**src/rtl/uart_rx_apb_if.sv**
```systemverilog
// APB slave for the UART receiver. It drives the receiver's start enable, checks each
// captured frame for start, stop and parity errors, and buffers the results in a small FIFO.
module uart_rx_apb_if #(
    parameter int FIFO_DEPTH = 4,
    parameter int CNT_W      = 3
) (
    input  logic        clk,
    input  logic        rst,
    input  logic        psel,
    input  logic        penable,
    input  logic        pwrite,
    input  logic [3:0]  paddr,
    input  logic [31:0] pwdata,
    output logic [31:0] prdata,
    output logic        pready,
    output logic        pslverr,
    input  logic [10:0] rxData,
    input  logic        store,
    input  logic        clrRxStartBit,
    output logic        rxStart,
    output logic        irq
);

    localparam int PTR_W = (FIFO_DEPTH > 1) ? $clog2(FIFO_DEPTH) : 1;
    localparam logic [CNT_W-1:0] DEPTH_CNT = CNT_W'(FIFO_DEPTH);

    localparam logic [1:0] ADDR_CTRL   = 2'd0;
    localparam logic [1:0] ADDR_DATA   = 2'd1;
    localparam logic [1:0] ADDR_STATUS = 2'd2;

    // CTRL bit positions
    localparam int RX_EN_BIT  = 0;
    localparam int REARM_BIT  = 1;
    localparam int ODD_BIT    = 2;
    localparam int IE_BIT     = 3;

    logic [3:0]       ctrl_reg, ctrl_next;
    logic             ovr_reg, ovr_next;
    logic             store_d_reg;
    logic             irq_reg, irq_next;
    logic [PTR_W-1:0] wr_ptr_reg, wr_ptr_next;
    logic [PTR_W-1:0] rd_ptr_reg, rd_ptr_next;
    logic [CNT_W-1:0] count_reg, count_next;
    logic [9:0]       mem_reg [FIFO_DEPTH];

    logic             access;
    logic             wr_access;
    logic             rd_access;
    logic [1:0]       word_addr;
    logic             fifo_empty;
    logic             fifo_full;
    logic             push_req;
    logic             push_ok;
    logic             pop;
    logic             overrun;
    logic             frame_pe;
    logic             frame_fe;
    logic [9:0]       entry;
    logic [FIFO_DEPTH-1:0] wr_en;
    logic [31:0]      status_word;

    // Gating with rst keeps the bus outputs at 0 while reset is held.
    assign access     = psel & penable & rst;
    assign wr_access  = access & pwrite;
    assign rd_access  = access & ~pwrite;
    assign word_addr  = paddr[3:2];

    assign fifo_empty = (count_reg == '0);
    assign fifo_full  = (count_reg == DEPTH_CNT);

    assign push_req   = store & ~store_d_reg;
    assign pop        = rd_access & (word_addr == ADDR_DATA) & ~fifo_empty;
    assign push_ok    = push_req & (~fifo_full | pop);
    assign overrun    = push_req & fifo_full & ~pop;

    assign frame_pe   = (^rxData[9:1]) ^ ctrl_reg[ODD_BIT];
    assign frame_fe   = rxData[0] | ~rxData[10];
    assign entry      = {frame_fe, frame_pe, rxData[8:1]};

    assign status_word = {{(29 - CNT_W){1'b0}}, count_reg, ovr_reg, fifo_full, ~fifo_empty};

    assign pready  = 1'b1;
    assign rxStart = ctrl_reg[RX_EN_BIT];
    assign irq     = irq_reg;

    generate
        for (genvar gi = 0; gi < FIFO_DEPTH; gi++) begin : g_wr_en
            assign wr_en[gi] = push_ok & (wr_ptr_reg == PTR_W'(gi));
        end
    endgenerate

    always_comb begin
        prdata  = '0;
        pslverr = 1'b0;
        if (rd_access) begin
            case (word_addr)
                ADDR_CTRL:   prdata = {28'b0, ctrl_reg};
                ADDR_DATA: begin
                    if (fifo_empty) begin
                        pslverr = 1'b1;
                    end else begin
                        prdata = {22'b0, mem_reg[rd_ptr_reg]};
                    end
                end
                ADDR_STATUS: prdata = status_word;
                default:     prdata = '0;
            endcase
        end
    end

    // A CPU write to CTRL takes precedence over the receiver's clear request.
    always_comb begin
        ctrl_next = ctrl_reg;
        if (wr_access && (word_addr == ADDR_CTRL)) begin
            ctrl_next = pwdata[3:0];
        end else if (clrRxStartBit && !ctrl_reg[REARM_BIT]) begin
            ctrl_next[RX_EN_BIT] = 1'b0;
        end
    end

    // A new overrun in the same cycle as a clear keeps the flag set so the event is not lost.
    always_comb begin
        ovr_next = ovr_reg;
        if (wr_access && (word_addr == ADDR_STATUS) && pwdata[2]) begin
            ovr_next = 1'b0;
        end
        if (overrun) begin
            ovr_next = 1'b1;
        end
    end

    always_comb begin
        wr_ptr_next = wr_ptr_reg;
        rd_ptr_next = rd_ptr_reg;
        count_next  = count_reg + CNT_W'(push_ok) - CNT_W'(pop);
        if (push_ok) begin
            wr_ptr_next = wr_ptr_reg + 1'b1;
        end
        if (pop) begin
            rd_ptr_next = rd_ptr_reg + 1'b1;
        end
    end

    always_comb begin
        irq_next = ctrl_reg[IE_BIT] & (~fifo_empty | ovr_reg);
    end

    always_ff @(posedge clk or negedge rst) begin
        if (!rst) begin
            ctrl_reg    <= '0;
            ovr_reg     <= 1'b0;
            store_d_reg <= 1'b0;
            irq_reg     <= 1'b0;
            wr_ptr_reg  <= '0;
            rd_ptr_reg  <= '0;
            count_reg   <= '0;
        end else begin
            ctrl_reg    <= ctrl_next;
            ovr_reg     <= ovr_next;
            store_d_reg <= store;
            irq_reg     <= irq_next;
            wr_ptr_reg  <= wr_ptr_next;
            rd_ptr_reg  <= rd_ptr_next;
            count_reg   <= count_next;
        end
    end

    always_ff @(posedge clk or negedge rst) begin
        if (!rst) begin
            for (int i = 0; i < FIFO_DEPTH; i++) begin
                mem_reg[i] <= '0;
            end
        end else begin
            for (int i = 0; i < FIFO_DEPTH; i++) begin
                if (wr_en[i]) begin
                    mem_reg[i] <= entry;
                end
            end
        end
    end

endmodule
```
**config.mk**
```make
export PLATFORM = sky130hd
export DESIGN_NAME = uart_rx_apb_if
export DESIGN_NICKNAME = d
export VERILOG_FILES = /design/src/rtl/uart_rx_apb_if.sv
export SDC_FILE = /design/constraint.sdc
export NUM_CORES = 1
export LEC_CHECK = 0
export CAP_MARGIN = 20
export CORE_MARGIN = 2
export CORE_UTILIZATION = 47
export CTS_BUF_LIST = sky130_fd_sc_hd__clkbuf_8
export DETAILED_ROUTE_END_ITERATION = 10
export HOLD_SLACK_MARGIN = 0.05
export PLACE_DENSITY_LB_ADDON = 0.25
export SLEW_MARGIN = 20
export SYNTH_ARGS = -nofsm -noshare
export SYNTH_HDL_FRONTEND = slang
export SYNTH_SLANG_ARGS = --single-unit
```
**constraint.sdc**
```tcl
create_clock -name clk -period 2.5 [get_ports clk]
set_input_delay 0.25 -clock clk [delete_from_list [all_inputs] [get_ports clk]]
set_output_delay 0.25 -clock clk [all_outputs]
set_load 0.03 [all_outputs]
```
==> impl_metrics.json, run 1 <==
{
  "status": "complete, no violations",
  "port_buffers": 36,
  "fin_worst_skew_ns": 0.009551,
  "grt_pass1_wl_um": 8466,
  "synth_top_area_share_pct": 46.92,
  "cp-startpoint": "rd_ptr_reg[0]$_DFFE_PN0N_",
  "ys_ff_latch": 54,
  "drt-total-wl_um": 5411,
  "ys_seq_area_share_pct": 46.92,
  "coreArea_mm2": 0.005921,
  "timing.rr.end": "count_reg[2]$_DFF_PN0_",
  "gp_congestion": 0.8382,
  "cts-root-buf": "clkbuf_8",
  "crit_buf_inv": 2,
  "worstPathArrival_ns": 2.00,
  "vias_per_cell": 5.070,
  "finalHoldViolations": 0,
  "drc": 0,
  "endpoint": "prdata[1]",
  "r2r_setup_slack_ns": 0.26,
  "setup_viol": 0,
  "syn-cell-area_mm2": 0.002880,
  "grt_usage_pct": 17.10,
  "ios": 90,
  "synth_area_per_cell_um2": 13.21,
  "cpPeakStageDelay_ns": 0.44,
  "ant_nets": 0,
  "cts_resized": 0,
  "finalCritPeriodShare_pct": 90.13,
  "cts_sinks": 54,
  "crit_type": "flip-flop to primary output",
  "largest_reg_flops": 40,
  "first_iter_violations": 49,
  "vias": 1749,
  "postCtsSetupRepairBufs": 0,
  "fin_crit_ns": 2.253,
  "area.growth.synth_to_final_pct": 19.90,
  "slew_viol_final": 0,
  "required_ns": 2.25,
  "r2r-start": "count_reg[1]$_DFF_PN0_",
  "postLayoutCellArea_mm2": 0.003453,
  "path_cells": "buf_4 -> mux4_2 -> or3b_2 -> a21oi_1 -> buf_4",
  "drt_pass1_iterations": 4,
  "p_leak_nw": 1.566,
  "min_path_type": "input port to asynchronous set/reset pin",
  "reg2regPathDepth": 10,
  "cts_tree": "built",
  "row_count": 28,
  "die_height_um": 82.28,
  "finalSetupTns_ns": 0,
  "diodes": 0,
  "hpwl_um": 3881,
  "end_kind": "primary output",
  "final.fill_count": 511,
  "worstPathMaxFanout": 4,
  "grt_remaining_overflow": 0,
  "ir_drop_mv": 0.5024,
  "cp_slowest_cell": "or3b_2",
  "yosys-top-cells-area": "dfrtp_1 (47%), mux2_2 (17%), mux4_2 (7.8%), buf_4 (6.0%), xnor2_1 (3.3%)",
  "worstSkewPairLatency_ns": 0.31,
  "grt_max_degree": 56,
  "hold_buffers": 0,
  "grt_pass1_vias": 1716,
  "cp_common_cell": "buf_4",
  "final_nets": 330,
  "antenna_found_initial": 0,
  "wl_per_cell_um": 15.68,
  "critPathLaunchType": "flip-flop",
  "die_x_um": 82.28,
  "cts_buffers": 5,
  "final_layout_size_suffix_gt1_share_pct": 34.81,
  "fmax_mhz": 443.8,
  "clkTransAtPathRegs_ns": 0.10,
  "htreeDepth": 2,
  "slew_headroom_pct": 53.29,
  "drv_cap": 0,
  "crit_cells": 5,
  "die_area_mm2": 0.006770,
  "tightest_slew_ns": 0.7006,
  "rsz0062_at_grt": "no",
  "yosysWarnings": 0,
  "start_util_pct": 48.65,
  "synth_top_area_cell": "dfrtp_1",
  "p_per_area_mw_per_mm2": 1014,
  "critPathTopFamily": "simple AND/OR/NAND/NOR gates",
  "clk_path_buf_depth": 2,
  "ys_types": 36,
  "placed_area_mm2": 0.003301,
  "synth_cells": 218
}
[metrics by stage]
stage	hold slack, ns	std cells	setup slack, ns	util (%)	total power, W
final	0.1008	345	0.2467	58.33	0.003502
after global routing	0.1539	345	0.1054	58.33	0.003721
after CTS	0.1247	345	0.04507	58.16	0.003541
after detailed placement	0.4737	337	0.04404	55.75	0.002824
after global placement	0.4703	337	0.04143	55.75	0.002761
after floorplan	-0.04559	239	0.1802	-	0.002490
[report_power, final]
part           leakage, nW  switching, W  internal [W]  total, W
Combinational        0.845      0.000520      0.000764   0.00128
Clock               0.0714      0.000279      0.000427  0.000706
Sequential           0.650      0.000240       0.00127   0.00151
[how the worst min path moves through the flow]
| stage | from | cells after the start | to | slack [ns] |
|---|---|---|---|---|
| 6_report | rst | 2 | store_d_reg$_DFF_PN0_ | 0.10 |
| 5_1_grt | rst | 2 | store_d_reg$_DFF_PN0_ | 0.15 |
| 4_1_cts | rst | 2 | mem_reg[30]$_DFFE_PN0P_ | 0.12 |
| 3_5_place_dp | rst | 2 | store_d_reg$_DFF_PN0_ | 0.47 |
| 3_3_place_gp | rst | 2 | store_d_reg$_DFF_PN0_ | 0.47 |
| 2_1_floorplan | rst | 0 | count_reg[0]$_DFF_PN0_ | -0.05 |
[cells by family (layout without fill, tap and decap cells)]
family,Yosys count,in the layout,synth area share (%)
AOI/OAI and AO/OA,18,18,4.127
adders and majority gates,7,7,3.301
and+or+nand+nor,36,36,8.688
xor gates and xnor gates,13,13,4.431
muxes,53,53,24.63
buffers and inverters,35,66,7.646
other,2,23,0.2607
DFF,54,54,46.92
[cell usage in the layout (no fill, tap or decap), types with 3 or more instances in the layout]
cell | synthesis | final
a21oi_1 | 8 | 8
and2_1 | 4 | 4
buf_4 | 23 | 23
clkbuf_8 | 0 | 6
clkdlybuf4s50_1 | 0 | 24
conb_1 | 2 | 23
dfrtp_1 | 54 | 54
ha_1 | 6 | 6
inv_1 | 8 | 8
mux2_2 | 43 | 43
mux4_2 | 10 | 10
nand2_1 | 5 | 5
nand2_4 | 4 | 4
nand3_1 | 3 | 3
nor2_1 | 3 | 3
nor3b_1 | 5 | 5
o21ai_0 | 4 | 4
xnor2_1 | 11 | 11
[synthesized netlist by cell type, drive strengths merged]
library cell / n
dfrtp: 54
mux2: 43
buf: 25
xnor2: 11
mux4: 10
nand2: 9
a21oi: 8
inv: 8
ha: 6
nor3b: 6
and2: 4
o21ai: 4
nand3: 3
nor2: 3
a22oi: 2
clkbuf: 2
conb: 2
nand2b: 2
nor2b: 2
fa: 1
nand3b: 1
nand4b: 1
nand4bb: 1
nor3: 1
nor4: 1
o21a: 1
o22ai: 1
o31ai: 1
o41ai: 1
or3: 1
or3b: 1
xnor3: 1
xor2: 1
[layout make-up]
| cell class | count | area, um2 | share of cell area (%) |
|---|---|---|---|
| tap | 75 | 93.84 | 2.717 |
| clock buffer | 6 | 82.58 | 2.391 |
| timing repair buffer | 50 | 442.9 | 12.83 |
| multi-input combinational | 150 | 1393 | 40.33 |
| inverter | 8 | 30.03 | 0.8696 |
| sequential | 54 | 1351 | 39.13 |
| clock inverter | 2 | 60.06 | 1.739 |
[layer usage]
layer / GRT usage, % / vias to the layer above / part of all wire [%]
li1: - / 826 / -
met1: 22.78 / 852 / 44
met2: 27.26 / 61 / 48
met3: 3.370 / 10 / 6.0
met4: 7.500 / 0 / 2.2
met5: 0 / - / 0
Power figures use the tool's default switching activity.
==> run 2: changes to the inputs <==
- CORE_ASPECT_RATIO: unset -> 1.25
==> run 2 against run 1 <==
Net effect:
- flip-flop and latch count unchanged
- global-route usage rose by 0.13 points
- die area barely moved
- non-clock buffer count decreased by 2
- wire length increased by 0.18%
- combinational power hardly changed
- utilization about the same
- clock skew decreased by 0.0060 ns
- total power fell by 4.6%
- largest cell class unchanged
- register-to-register slack got worse by 0.02 ns
- worst hold slack improved by 0.0038 ns
==> impl_metrics.json, run 2 (synthesis gave the netlist of run 1 again) <==
{
  "r2r_setup_slack_ns": 0.24,
  "fmax_mhz": 423.5,
  "final_layout_size_suffix_gt1_share_pct": 33.58,
  "htreeDepth": 2,
  "final.fill_count": 498,
  "vias": 1743,
  "slew_headroom_pct": 54.12,
  "postCtsSetupRepairBufs": 0,
  "critPathLaunchType": "flip-flop",
  "final_common_cell": "dfrtp_1",
  "hpwl_um": 3819,
  "ant_nets": 0,
  "area.growth.synth_to_final_pct": 18.55,
  "antenna_found_initial": 0,
  "grt_pass1_vias": 1792,
  "grt_usage_pct": 17.23,
  "timing.rr.end": "count_reg[2]$_DFF_PN0_",
  "final_nets": 328,
  "row_count": 31,
  "hold_buffers": 0,
  "grt_remaining_overflow": 0,
  "p_seq_share_pct": 45.9,
  "port_buffers": 36,
  "crit_type": "flip-flop to primary output",
  "status": "complete, no violations",
  "drt_pass1_iterations": 4,
  "multiInputGateArea_mm2": 0.001393,
  "die_height_um": 91.53,
  "start_util_pct": 49.18,
  "min_path_type": "input port to asynchronous set/reset pin",
  "final_cells": 350,
  "cts_resized": 1,
  "diodes": 0,
  "seqCellArea_mm2": 0.001353,
  "reg2regPathDepth": 10,
  "fin_crit_ns": 2.361,
  "cts_sinks": 54,
  "die_area_mm2": 0.006775,
  "die_x_um": 74.02,
  "cts_buffers": 5,
  "p_int_w": 0.002310,
  "p_clk_share_pct": 16.8,
  "drv_cap": 0,
  "required_ns": 2.25,
  "finalHoldViolations": 0,
  "layout_common_cells": "dfrtp_1 (53), mux2_2 (43), clkdlybuf4s50_1 (25)",
  "r2r-start": "count_reg[1]$_DFF_PN0_",
  "vias_per_cell": 4.980,
  "worstPathMaxFanout": 5,
  "end_kind": "primary output",
  "coreArea_mm2": 0.005857,
  "finalCritPeriodShare_pct": 94.45,
  "grt_max_degree": 56,
  "endpoint": "prdata[4]",
  "grt_pass1_wl_um": 8763,
  "first_iter_violations": 29,
  "tightest_slew_ns": 0.6882,
  "worstSkewPairLatency_ns": 0.30,
  "largest_reg_flops": 40,
  "setup_viol": 0,
  "drc": 0,
  "cts_tree": "built",
  "worstPathArrival_ns": 2.11,
  "p_per_area_mw_per_mm2": 978.6,
  "pwr-share-comb_pct": 37.3,
  "holdWs_ns": 0.1047,
  "wl_per_cell_um": 15.49,
  "fin_worst_skew_ns": 0.003528,
  "p_leak_nw": 1.542,
  "power_switching_w": 0.001031,
  "clk_path_buf_depth": 2,
  "rsz0062_at_grt": "no",
  "ir_drop_mv": 0.5524,
  "finish.utilization_pct": 58.30,
  "dpl.cell_count": 342,
  "clkTransAtPathRegs_ns": 0.09,
  "ios": 90,
  "cp-startpoint": "rd_ptr_reg[0]$_DFFE_PN0N_",
  "cts-root-buf": "clkbuf_8",
  "drt-total-wl_um": 5421,
  "slew_viol_final": 0,
  "swShare_pct": 30.86,
  "gp_congestion": 0.8127
}
==> run 2: how the worst min path moves through the flow <==
stage / slack [ns] / endpoint
floorplan: -0.05 / count_reg[0]$_DFF_PN0_
global placement: 0.48 / count_reg[1]$_DFF_PN0_
detailed placement: 0.48 / count_reg[1]$_DFF_PN0_
CTS: 0.15 / count_reg[1]$_DFF_PN0_
global route: 0.17 / count_reg[2]$_DFF_PN0_
finish: 0.10 / store_d_reg$_DFF_PN0_
==> run 2: metrics by stage <==
step	area, um2	total power (W)	worst slack (ns)	TNS (ns)
global placement	3297	0.002744	-0.01509	-0.01509
finish	3415	0.003342	0.1387	0
CTS	3405	0.003380	0.005972	0
floorplan	2959	0.002490	0.1802	0
global route	3415	0.003566	0.03239	0
detailed placement	3297	0.002807	-0.07542	-0.07542
==> run 2: layer usage <==
layer,share of wire (%),up-vias,global-route usage [%]
li1,-,825,-
met1,42,859,22.33
met2,52,52,29.02
met3,4.9,7,3.441
met4,1.1,0,4.545
met5,0,-,0
==> run 2: worst max-delay path: stages, from the launching register on <==
cell	delay [ns]
dfrtp_2	0.47
mux4_2	0.54
a22oi_1	0.15
nor2_1	0.05
clkdlybuf4s50_1	0.59
==> run 2: layout make-up <==
cell class	instances	area share, %
multi-input combinational	150	40.78
sequential	54	39.61
tap	82	3.005
inverter	8	0.8794
clock inverter	3	1.099
timing repair buffer	48	12.61
clock buffer	5	2.015
==> run 2: power groups by stage <==
stage	sequential, W	combinational [W]	clock, W
after CTS	0.00153	0.00127	0.000581
after global placement	0.00152	0.00122	0
after detailed placement	0.00155	0.00126	0
final	0.00153	0.00125	0.000563
after floorplan	0.00146	0.00103	0
after global routing	0.00158	0.00137	0.000615
==> run 3: changes to the inputs <==
- CAP_MARGIN: 20 -> unset
- CTS_CLUSTER_SIZE: unset -> 8
- SETUP_SLACK_MARGIN: unset -> 0.15
==> run 3 against run 2 <==
Net effect:
- cell count stayed put
- utilization is 0.28 points higher
- flip-flop and latch count stayed put
- register-to-register slack better by 0.06 ns
- clock-buffer cell count stayed put
- sequential share of layout area is 0.15 points lower
- sequential power hardly changed
- critical path depth is 7 higher
- cell area is 0.48% higher
- non-clock buffer count stayed put
- critical endpoint is now count_reg[2]$_DFF_PN0_
==> impl_metrics.json, run 3 (synthesis gave the netlist of run 1 again) <==
{
  "status": "complete, no violations",
  "ant_nets": 0,
  "coreArea_mm2": 0.005857,
  "die_area_mm2": 0.006775,
  "reg2regPathDepth": 10,
  "final_common_cell": "dfrtp_1",
  "ios": 90,
  "diodes": 0,
  "grt_remaining_overflow": 0,
  "cts_tree": "built",
  "grt_pass1_wl_um": 8763,
  "p_per_area_mw_per_mm2": 982.2,
  "area.growth.synth_to_final_pct": 19.11,
  "finalSetupTns_ns": 0,
  "ir_drop_mv": 0.5549,
  "fin_crit_ns": 2.203,
  "die_height_um": 91.53,
  "htreeDepth": 2,
  "port_buffers": 36,
  "clk_path_buf_depth": 2,
  "cts-root-buf": "clkbuf_8",
  "finish.utilization_pct": 58.58,
  "grt_usage_pct": 17.23,
  "fin_worst_skew_ns": 0.003633,
  "drc": 0,
  "end_kind": "flip-flop",
  "largest_reg_flops": 40,
  "required_ns": 2.69,
  "p_total_w": 0.003370,
  "cts_sinks": 54,
  "setup_viol": 0,
  "antenna_found_initial": 0,
  "grt_pass1_vias": 1792,
  "final_nets": 328,
  "vias": 1738,
  "worstPathMaxFanout": 5,
  "tightest_slew_ns": 0.6888,
  "gp_congestion": 0.8127,
  "hold_buffers": 0,
  "finalHoldViolations": 0,
  "start_util_pct": 49.18,
  "clkTransAtPathRegs_ns": 0.09,
  "die_x_um": 74.02,
  "critPathLaunchType": "input port",
  "first_iter_violations": 28,
  "r2r_setup_slack_ns": 0.30,
  "p_leak_nw": 1.537,
  "layout_common_cells": "dfrtp_1 (52), mux2_2 (43), clkdlybuf4s50_1 (24)",
  "postLayoutCellArea_mm2": 0.003431,
  "vias_per_cell": 4.966,
  "slew_viol_final": 0,
  "rsz0062_at_grt": "no",
  "worstPathArrival_ns": 2.39,
  "timing.rr.end": "count_reg[2]$_DFF_PN0_",
  "drv_cap": 0,
  "worstSkewPairLatency_ns": 0.30,
  "crit_type": "input port to flip-flop",
  "fmax_mhz": 453.8,
  "grt_max_degree": 56,
  "drt_pass1_iterations": 4,
  "wl_per_cell_um": 15.67,
  "slew_headroom_pct": 54.08,
  "cts_buffers": 5,
  "hpwl_um": 3819,
  "row_count": 31,
  "drt-total-wl_um": 5484,
  "min_path_type": "input port to asynchronous set/reset pin",
  "placed_area_mm2": 0.003297,
  "r2r-start": "count_reg[2]$_DFF_PN0_",
  "final_layout_size_suffix_gt1_share_pct": 34.33,
  "finalCritPeriodShare_pct": 88.14
}
[run 3: repair_timing]
| item | in CTS | in global routing |
|---|---|---|
| gates resized for setup | 4 | 5 |
| setup buffers | 0 | 0 |
| endpoints found under the setup margin | 4 | 2 |
[run 3: power by group]
| part | internal, W | leakage, nW | switching, W | total, W |
|---|---|---|---|---|
| Clock | 0.000292 | 0.0607 | 0.000271 | 0.000563 |
| Combinational | 0.000753 | 0.829 | 0.000505 | 0.00126 |
| Sequential | 0.00128 | 0.647 | 0.000273 | 0.00155 |
[run 3: per-layer routing]
metal	global-route usage, %	vias up	wire (um)
li1	-	819	-
met1	22.33	862	2317
met2	29.02	50	2872
met3	3.441	7	232
met4	4.545	0	61
met5	0	-	0
[run 3: critical path, stage by stage]
cell and delay (ns):
clkdlybuf4s50_1 0.42, nand4b_2 0.32, o22ai_4 0.17, inv_1 0.06
ha_1 0.28, inv_1 0.06, ha_1 0.14, inv_1 0.05
fa_1 0.37, xnor2_1 0.14, xnor2_1 0.13
[run 3: stage by stage]
stage / setup WS, ns / hold slack [ns] / instances
5_1_grt: 0.1528 / 0.1700 / 350
3_3_place_gp: -0.01509 / 0.4808 / 342
2_1_floorplan: 0.1802 / -0.04559 / 239
4_1_cts: 0.07597 / 0.1457 / 350
3_5_place_dp: -0.07542 / 0.4784 / 342
6_report: 0.2966 / 0.1052 / 350
[run 3: final cells by class]
type | instances | area (um2)
Tap cell | 82 | 102.6
Clock inverter | 3 | 37.54
Sequential cell | 54 | 1354
Timing Repair Buffer | 48 | 425.4
Fill cell | 492 | 2426
Inverter | 8 | 30.03
Multi-Input combinational cell | 150 | 1413
Clock buffer | 5 | 68.82
[run 3: worst max-delay path by stage]
stage                               from                endpoint  slack, ns
6_report                          pwrite  count_reg[2]$_DFF_PN0_       0.30
5_1_grt                           pwrite  count_reg[2]$_DFF_PN0_       0.15
4_1_cts        rd_ptr_reg[0]$_DFFE_PN0N_               prdata[5]       0.08
3_5_place_dp                      pwrite  count_reg[2]$_DFF_PN0_      -0.08
3_3_place_gp                      pwrite  count_reg[2]$_DFF_PN0_      -0.02
2_1_floorplan                     pwrite  count_reg[2]$_DFF_PN0_       0.18
